<file path="config.mk">
export PLATFORM = sky130hd
export DESIGN_NAME = fifo_wr_arbiter
export DESIGN_NICKNAME = d
export VERILOG_FILES = /design/src/rtl/fifo_wr_arbiter.sv
export SDC_FILE = /design/constraint.sdc
export NUM_CORES = 1
export LEC_CHECK = 0
export CAP_MARGIN = 10
export CORE_UTILIZATION = 36
export DETAILED_ROUTE_END_ITERATION = 6
export PLACE_DENSITY = 0.82
export SLEW_MARGIN = 20
export SYNTH_ARGS = -nofsm -noshare
export SYNTH_HDL_FRONTEND = slang
export SYNTH_SLANG_ARGS = --single-unit
</file>
<file path="constraint.sdc">
create_clock -name fifo_clk -period 2.6 [get_ports fifo_clk]
set_clock_uncertainty 0.2 [all_clocks]
set_input_delay 0.39 -clock fifo_clk [delete_from_list [all_inputs] [get_ports fifo_clk]]
set_output_delay 0.39 -clock fifo_clk [all_outputs]
set_load 0.05 [all_outputs]
</file>
<file path="src/rtl/fifo_wr_arbiter.sv">
// fifo_wr_arbiter
// Round-robin arbiter that shares one FIFO write port among N_REQ valid/ready producers.
// A granted producer may push up to BURST_MAX beats. Each accepted beat is written to the
// FIFO one cycle later from registers. Acceptance is throttled by fifo_full and
// fifo_room_avail, so the FIFO cannot overflow.
//
// Ports:
//   fifo_clk        - clock, rising edge
//   rst             - asynchronous active-low reset
//   req_valid       - per-requester beat valid
//   req_data        - packed beat data, requester i at [i*FIFO_WIDTH +: FIFO_WIDTH]
//   req_last        - per-requester final-beat marker
//   req_ready       - per-requester accept (combinational)
//   fifo_full       - FIFO full flag
//   fifo_room_avail - FIFO free entries
//   fifo_wren       - registered FIFO write enable
//   fifo_wrdata     - registered FIFO write data
//   grant_vld       - a burst grant is active
//   grant_id        - index of the granted requester
module fifo_wr_arbiter #(
  parameter int FIFO_WIDTH = 32,
  parameter int FIFO_PTR   = 4,
  parameter int N_REQ      = 4,
  parameter int BURST_MAX  = 4,
  parameter int ID_W       = 2
) (
  input  logic                        fifo_clk,
  input  logic                        rst,
  input  logic [N_REQ-1:0]            req_valid,
  input  logic [N_REQ*FIFO_WIDTH-1:0] req_data,
  input  logic [N_REQ-1:0]            req_last,
  output logic [N_REQ-1:0]            req_ready,
  input  logic                        fifo_full,
  input  logic [FIFO_PTR:0]           fifo_room_avail,
  output logic                        fifo_wren,
  output logic [FIFO_WIDTH-1:0]       fifo_wrdata,
  output logic                        grant_vld,
  output logic [ID_W-1:0]             grant_id
);

  localparam int CNT_W = $clog2(BURST_MAX + 1);

  typedef enum logic [0:0] {StIdle, StBurst} state_e;

  state_e                r_state, w_state_nxt;
  logic [ID_W-1:0]       r_rr_ptr, w_rr_nxt;
  logic [CNT_W-1:0]      r_beat_cnt, w_cnt_nxt;
  logic                  r_grant_vld, w_gvld_nxt;
  logic [ID_W-1:0]       r_grant_id, w_gid_nxt;
  logic                  r_wren, w_wren_nxt;
  logic [FIFO_WIDTH-1:0] r_wrdata, w_wrdata_nxt;

  logic [FIFO_WIDTH-1:0] w_data_arr [N_REQ];
  logic                  w_pick_vld;
  logic [ID_W-1:0]       w_pick_id;
  logic [ID_W:0]         w_sum;
  logic                  w_space_ok;
  logic                  w_g_valid;
  logic                  w_accept;

  always_comb begin
    for (int i = 0; i < N_REQ; i++) begin
      w_data_arr[i] = req_data[i*FIFO_WIDTH +: FIFO_WIDTH];
    end
  end

  // Circular search from r_rr_ptr; iterating from the farthest offset down lets the
  // nearest valid requester win.
  always_comb begin
    w_pick_vld = 1'b0;
    w_pick_id  = '0;
    w_sum      = '0;
    for (int k = N_REQ - 1; k >= 0; k--) begin
      w_sum = {1'b0, r_rr_ptr} + (ID_W+1)'(k);
      if (w_sum >= (ID_W+1)'(N_REQ)) begin
        w_sum = w_sum - (ID_W+1)'(N_REQ);
      end
      if (req_valid[w_sum[ID_W-1:0]]) begin
        w_pick_vld = 1'b1;
        w_pick_id  = w_sum[ID_W-1:0];
      end
    end
  end

  // The write still in flight (r_wren) will consume one free entry.
  assign w_space_ok = !fifo_full && (fifo_room_avail > {{FIFO_PTR{1'b0}}, r_wren});
  assign w_g_valid  = req_valid[r_grant_id];

  always_comb begin
    req_ready    = '0;
    w_accept     = 1'b0;
    w_state_nxt  = r_state;
    w_rr_nxt     = r_rr_ptr;
    w_cnt_nxt    = r_beat_cnt;
    w_gvld_nxt   = r_grant_vld;
    w_gid_nxt    = r_grant_id;
    w_wren_nxt   = 1'b0;
    w_wrdata_nxt = r_wrdata;
    unique case (r_state)
      StIdle: begin
        if (w_pick_vld) begin
          w_state_nxt = StBurst;
          w_gid_nxt   = w_pick_id;
          w_gvld_nxt  = 1'b1;
          w_cnt_nxt   = '0;
        end
      end
      StBurst: begin
        req_ready[r_grant_id] = w_space_ok;
        w_accept              = w_g_valid && w_space_ok;
        if (w_accept) begin
          w_wren_nxt   = 1'b1;
          w_wrdata_nxt = w_data_arr[r_grant_id];
          w_cnt_nxt    = r_beat_cnt + 1'b1;
        end
        // Withdrawal, last beat, or full burst all end the grant exactly once.
        if (!w_g_valid ||
            (w_accept && (req_last[r_grant_id] ||
                          r_beat_cnt == CNT_W'(BURST_MAX - 1)))) begin
          w_state_nxt = StIdle;
          w_gvld_nxt  = 1'b0;
          w_rr_nxt    = (r_grant_id == ID_W'(N_REQ - 1)) ? '0 : r_grant_id + 1'b1;
        end
      end
      default: w_state_nxt = StIdle;
    endcase
  end

  always_ff @(posedge fifo_clk or negedge rst) begin
    if (!rst) begin
      r_state     <= StIdle;
      r_rr_ptr    <= '0;
      r_beat_cnt  <= '0;
      r_grant_vld <= 1'b0;
      r_grant_id  <= '0;
      r_wren      <= 1'b0;
      r_wrdata    <= '0;
    end else begin
      r_state     <= w_state_nxt;
      r_rr_ptr    <= w_rr_nxt;
      r_beat_cnt  <= w_cnt_nxt;
      r_grant_vld <= w_gvld_nxt;
      r_grant_id  <= w_gid_nxt;
      r_wren      <= w_wren_nxt;
      r_wrdata    <= w_wrdata_nxt;
    end
  end

  assign fifo_wren   = r_wren;
  assign fifo_wrdata = r_wrdata;
  assign grant_vld   = r_grant_vld;
  assign grant_id    = r_grant_id;

endmodule

</file>
* After elaboration in Yosys (flattened, before gate mapping) *
Index checks and enable logic that the tools add are counted.

word-level totals
  register bits = 42
  input port bits = 144
  logic and storage cells = 91

operators by class
  add/subtract/negate cells = 9
  $lt $le $gt $ge = 12
  equality and inequality tests = 5
  mux-type cells = 42
  bitwise operators = 3
  reduce and logical (&&, ||, !) cells = 13

operator list
  cell                                                                                  number
  32-bit binary-select mux with 2-bit select                                            1
  32-bit two-way mux                                                                    2
  2-bit two-way mux                                                                     9
  1-bit two-way mux                                                                     17
  2-bit by 3-bit less-than comparator with 1-bit output (second input constant)         5
  1-bit binary-select mux with 2-bit select                                             6
  3-bit greater-or-equal comparator (second input constant)                             4
  2-bit AND reduction                                                                   5
  2-bit by 1-bit subtractor with 2-bit output (second input constant)                   4
  2-bit by 2-bit adder with 3-bit output (second input constant)                        2
  3-bit two-way mux                                                                     2
  3-bit case mux with 2 select lines                                                    1
  5-bit by 1-bit greater-than comparator with 1-bit output                              1
  4-bit AND                                                                             1
  1-bit logical AND                                                                     4
  4-bit two-way mux                                                                     1
  2-bit by 1-bit != test with 1-bit output (second input constant)                      2
  1-bit case mux with 2 select lines                                                    2
  2-bit by 1-bit adder with 3-bit output (second input constant)                        1
  3-bit by 1-bit adder with 3-bit output (second input constant)                        1
  3-bit by 2-bit == test with 1-bit output (second input constant)                      1
  2-bit by 3-bit greater-or-equal comparator with 1-bit output (second input constant)  1
  2-bit inverter with 3-bit output                                                      1
  2-bit by 1-bit adder with 2-bit output (second input constant)                        1
  7 further kinds                                                                       9

* Longest topological paths before layout *
  depth in word-level cells = 11
  mapped depth = 8
  gate-level depth less buffers = 6

* Least setup slack after synthesis *
OpenSTA, ideal clock, no wires.

  path type = reg2reg
  start = register r_grant_id[0] (netlist: grant_id[0])
  end = register r_wrdata[0] (netlist: fifo_wrdata[0])
  arrival time = 2,104 ps
  data required time = 2,275 ps
  path slack = 171 ps
  stages on the path, launching flop included = 5
  path buffers = 2
  clock period less this slack = 2,429 ps
  cells stage by stage = dfrtp_1 > buf_2 > buf_2 > mux4_2 > mux2_2

between the ends
  longest elaborated chain between the ends = 4
  elaborated cells on any way between the ends = 8
  classes of those cells = 5 x mux; 1 x bitwise; 2 x reduce/logical

RTL lines
  element                                                                                                line      text
  start: declaration                                                                                     49        logic [ID_W-1:0] r_grant_id, w_gid_nxt;
  start signal: assignment                                                                               143       r_grant_id <= w_gid_nxt;
  1-bit binary-select mux with 2-bit select or 2-bit inverter with 3-bit output (tied branches)          87, 113
  1-bit two-way mux (implied by the code) or 32-bit binary-select mux with 2-bit select (tied branches)  87, 113
  1-bit logical AND or 32-bit two-way mux (tied branches)                                                110, 113
  2-bit AND reduction (no source line) or 32-bit two-way mux (tied branches)                             --
  end signal: assignment                                                                                 145       r_wrdata <= w_wrdata_nxt;
  end: declaration                                                                                       51        logic [FIFO_WIDTH-1:0] r_wrdata, w_wrdata_nxt;

Several ways; a longest one is shown, not always the timed one. The select of a mux whose other input is x is not followed.
A chain may end at the register's enable or synchronous reset.

* Worst setup path after layout *
  start = input port fifo_room_avail[1]
  end = output port req_ready[1]

between the ends
  longest elaborated chain between the ends = 4

RTL lines
  element                                                   line  text
  start: declaration                                        34    input logic [FIFO_PTR:0] fifo_room_avail,
  5-bit by 1-bit greater-than comparator with 1-bit output  86    assign w_space_ok = !fifo_full && (fifo_room_avail > {{FIFO_PTR{1'b0}}, r_wren});
  1-bit logical AND                                         86
  4-bit AND (no source line)                                --
  4-bit two-way mux                                         99    unique case (r_state)
  end: declaration                                          32    output logic [N_REQ-1:0] req_ready,

Every way passes these cells.

==> flow_metrics.tcl <==
set metrics [dict create \
    cts_setup_buffers 0 \
    n_antenna_cell 0 \
    min_path_type "flip-flop to flip-flop" \
    antenna_found_initial 0 \
    place_hpwl_um 6236 \
    rows 30 \
    most-common-layout-cells "177 x clkdlybuf4s50_1, 40 x dfrtp_1, 33 x mux4_2" \
    yosys.area_share.simple 0.04153 \
    drive_above_1_share 0.2663 \
    total_leakage_power_nw 1.895 \
    slew-limit-headroom 0.6376 \
    finalHoldViolCount 0 \
    cts_tree "done" \
    worstSkewPairLatency_ns 0.29 \
    synth_top_area_share 0.3964 \
    critPathCaptureType "output pin" \
    drtPass1Iterations 4 \
    p_total_mw 5.129 \
    dieArea_um2 7711 \
    design.core.area_um2 6944 \
    area_growth_pct 80.27 \
    outcome "finished, final reports clean" \
    fillers 518 \
    critPathCapture "req_ready[1]" \
    grt_pass1_vias 2572 \
    cts_root_buf "clkbuf_8" \
    synth_xor_area_frac 0 \
    grt_setup_unrepaired "no" \
    synth_fa_ha_area_frac 0.03303 \
    critPathMaxStageDelay_ns 0.57 \
    viasPerCell 5.000 \
    r2r_slack_ns 0.46 \
    fin_crit_ns 2.558 \
    synthMuxAreaShare 0.4403 \
    grt.overflow.total 0 \
    grt_pass1_wl_um 11680 \
    p_comb_frac 0.684 \
    ys_seq_area_frac 0.3964 \
    ir_worst_vdd_mv 0.6149 \
    final_common_cell "clkdlybuf4s50_1" \
    synth_area_leader_cell "dfrtp_1" \
    r2r-start "grant_id[1]" \
    crit_arrival_ns 1.97 \
    synth.ff_latch_count 42 \
    switching_power_mw 2.291 \
    p_seq_frac 0.234 \
    cp_cell_sequence "clkdlybuf4s50_1 > or4_4 > o211a_4 > and2_1 > buf_12" \
    post_drt_wl_per_cell_um 16.04 \
    initial_core_util 0.3818 \
    cts.path.max_buffers 2 \
    grt_max_degree 40 \
    setup_tns_ns 0 \
    cts_sinks 42 \
    power_frac_clock 0.082 \
    netSwitchingFraction 0.4468 \
    cts_inserted_buffers 5 \
    finalCritPeriodShare 0.9838 \
    start_kind "primary input" \
    critPathLaunch "fifo_room_avail[1]" \
    max-cap-violations 0 \
    drt-initial-drc-count 48 \
    routed_wl_um 7444 \
    io_pins 184 \
    synth_cell_types 31 \
    netlist_area_um2 2651 \
    setup_viol 0 \
    vias 2320 \
    fp.dieW_um 87.82 \
    clk_pin_slew_ns 0.07 \
    worstMarginPinSlew_ns 0.5419 \
    h-tree-depth 2 \
    crit_slowest_cell "or4_4" \
    syn_area_per_cell_um2 14.89 \
    drc 0 \
    worst-path-max-fanout 5 \
    final_antenna_net_count 0 \
    r2r-end "r_rr_ptr[1]" \
    fmax_mhz 391.0 \
    layout.nets 518 \
    port_buffers 183 \
    internal-power_mw 2.837 \
    synth_top_family_by_area "multiplexers" \
    worstPathRequired_ns 2.01 \
    power_density_nw_per_um2 1073 \
    synth_warnings 0 \
    synth_compound_area_frac 0.04342 \
    grt_usage 0.1985 \
    critPathKind "primary input to output pin" \
    gp_congestion 0.6823 \
    die_height_um 87.82 \
    drv_slew 0 \
    reg2reg_depth 5 \
    synth.area.top_cells "dfrtp_1 40%, mux4_2 28%, mux2_2 13%" \
    syn_inst 178 \
    syn-num-nets 329 \
]
[power groups by stage]
stage | Clock [mW] | Sequential [mW] | Combinational, mW
4_1_cts | 0.436 | 1.20 | 3.56
2_1_floorplan | 0 | 2.16 | 1.40
3_3_place_gp | 0 | 1.19 | 3.49
5_1_grt | 0.469 | 1.25 | 3.72
3_5_place_dp | 0 | 1.21 | 3.55
6_report | 0.419 | 1.20 | 3.51
[per-stage QoR]
| step | instance area (um^2) | hold WS [ns] | util | std cells | setup slack, ns |
|---|---|---|---|---|---|
| floorplan | 2651 | -0.1056 | - | 178 | 0.1709 |
| global placement | 4671 | 0.1834 | 0.6726 | 455 | 0.03442 |
| detailed placement | 4671 | 0.1997 | 0.6726 | 455 | 0.002357 |
| CTS | 4772 | 0.3044 | 0.6872 | 464 | 0.002356 |
| global route | 4780 | 0.3254 | 0.6883 | 464 | 0.0005309 |
| finish | 4780 | 0.2949 | 0.6883 | 464 | 0.04216 |
[final cells by class]
class / count / area [um^2] / share of cell area
Clock buffer: 7 / 86.33 / 0.01806
Sequential cell: 42 / 1054 / 0.2204
Clock inverter: 1 / 5.005 / 0.001047
Multi-Input combinational cell: 114 / 1499 / 0.3136
Tap cell: 96 / 120.1 / 0.02513
Inverter: 9 / 33.78 / 0.007068
Timing Repair Buffer: 195 / 1982 / 0.4147
[synth_stat cells (all sizes together)]
master,instances
a21boi,1
a21oi,4
a22oi,1
and2,4
buf,9
clkbuf,4
dfrtp,42
ha,7
inv,9
mux2,34
mux2i,3
mux4,33
nand2,3
nand2b,1
nand3,3
nor2,6
nor2b,1
nor4,1
o2111ai,1
o211a,1
o21a,1
o21ai,4
o22ai,1
o2bb2ai,1
o41ai,1
or2,1
or4,1
[state kept, by name, summed over array words and instances, names as in the netlist]
signal and cells:
fifo_wrdata 32, r_beat_cnt 3, grant_id 2, r_rr_ptr 2, fifo_wren 1, grant_vld 1
r_state 1
[how the worst min path moves through the flow]
stage	start	to	slack, ns	cells after the start
after floorplan	rst	fifo_wrdata[0]	-0.11	0
after global placement	rst	fifo_wrdata[6]	0.18	1
after detailed placement	rst	fifo_wrdata[6]	0.20	1
after CTS	grant_vld	grant_vld	0.30	1
after global routing	grant_vld	grant_vld	0.33	1
final	grant_vld	grant_vld	0.29	1
[timing repair]
item | in CTS | in global routing
endpoints found under the setup margin | 0 | 4
endpoints found under the hold margin | 22 | 0
hold buffers | 1 | 0
gates resized for setup | 0 | 1
[worst max-delay path, delay by kind of cell]
kind / cells / cell delay (ns)
AND/OR/NAND/NOR: 2 / 0.76
AO/OA/AOI/OAI: 1 / 0.27
buffers and inverters: 2 / 0.55
[cells by family (layout without fill, tap and decap cells)]
logic type | count (synthesis) | count (layout)
buffers and inverters | 22 | 212
AO/OA/AOI/OAI | 16 | 16
adder cells (fa/ha/maj) | 7 | 7
flip-flops | 42 | 42
AND/OR/NAND/NOR | 21 | 21
multiplexers | 70 | 70
[metal layers]
layer / GRT usage / vias up / share of wire
li1: - / 1065 / -
met1: 0.2027 / 1133 / 0.34
met2: 0.3862 / 107 / 0.56
met3: 0.05278 / 15 / 0.076
met4: 0.06706 / 0 / 0.024
met5: 0 / - / 0
Power figures use the tool's default switching activity.
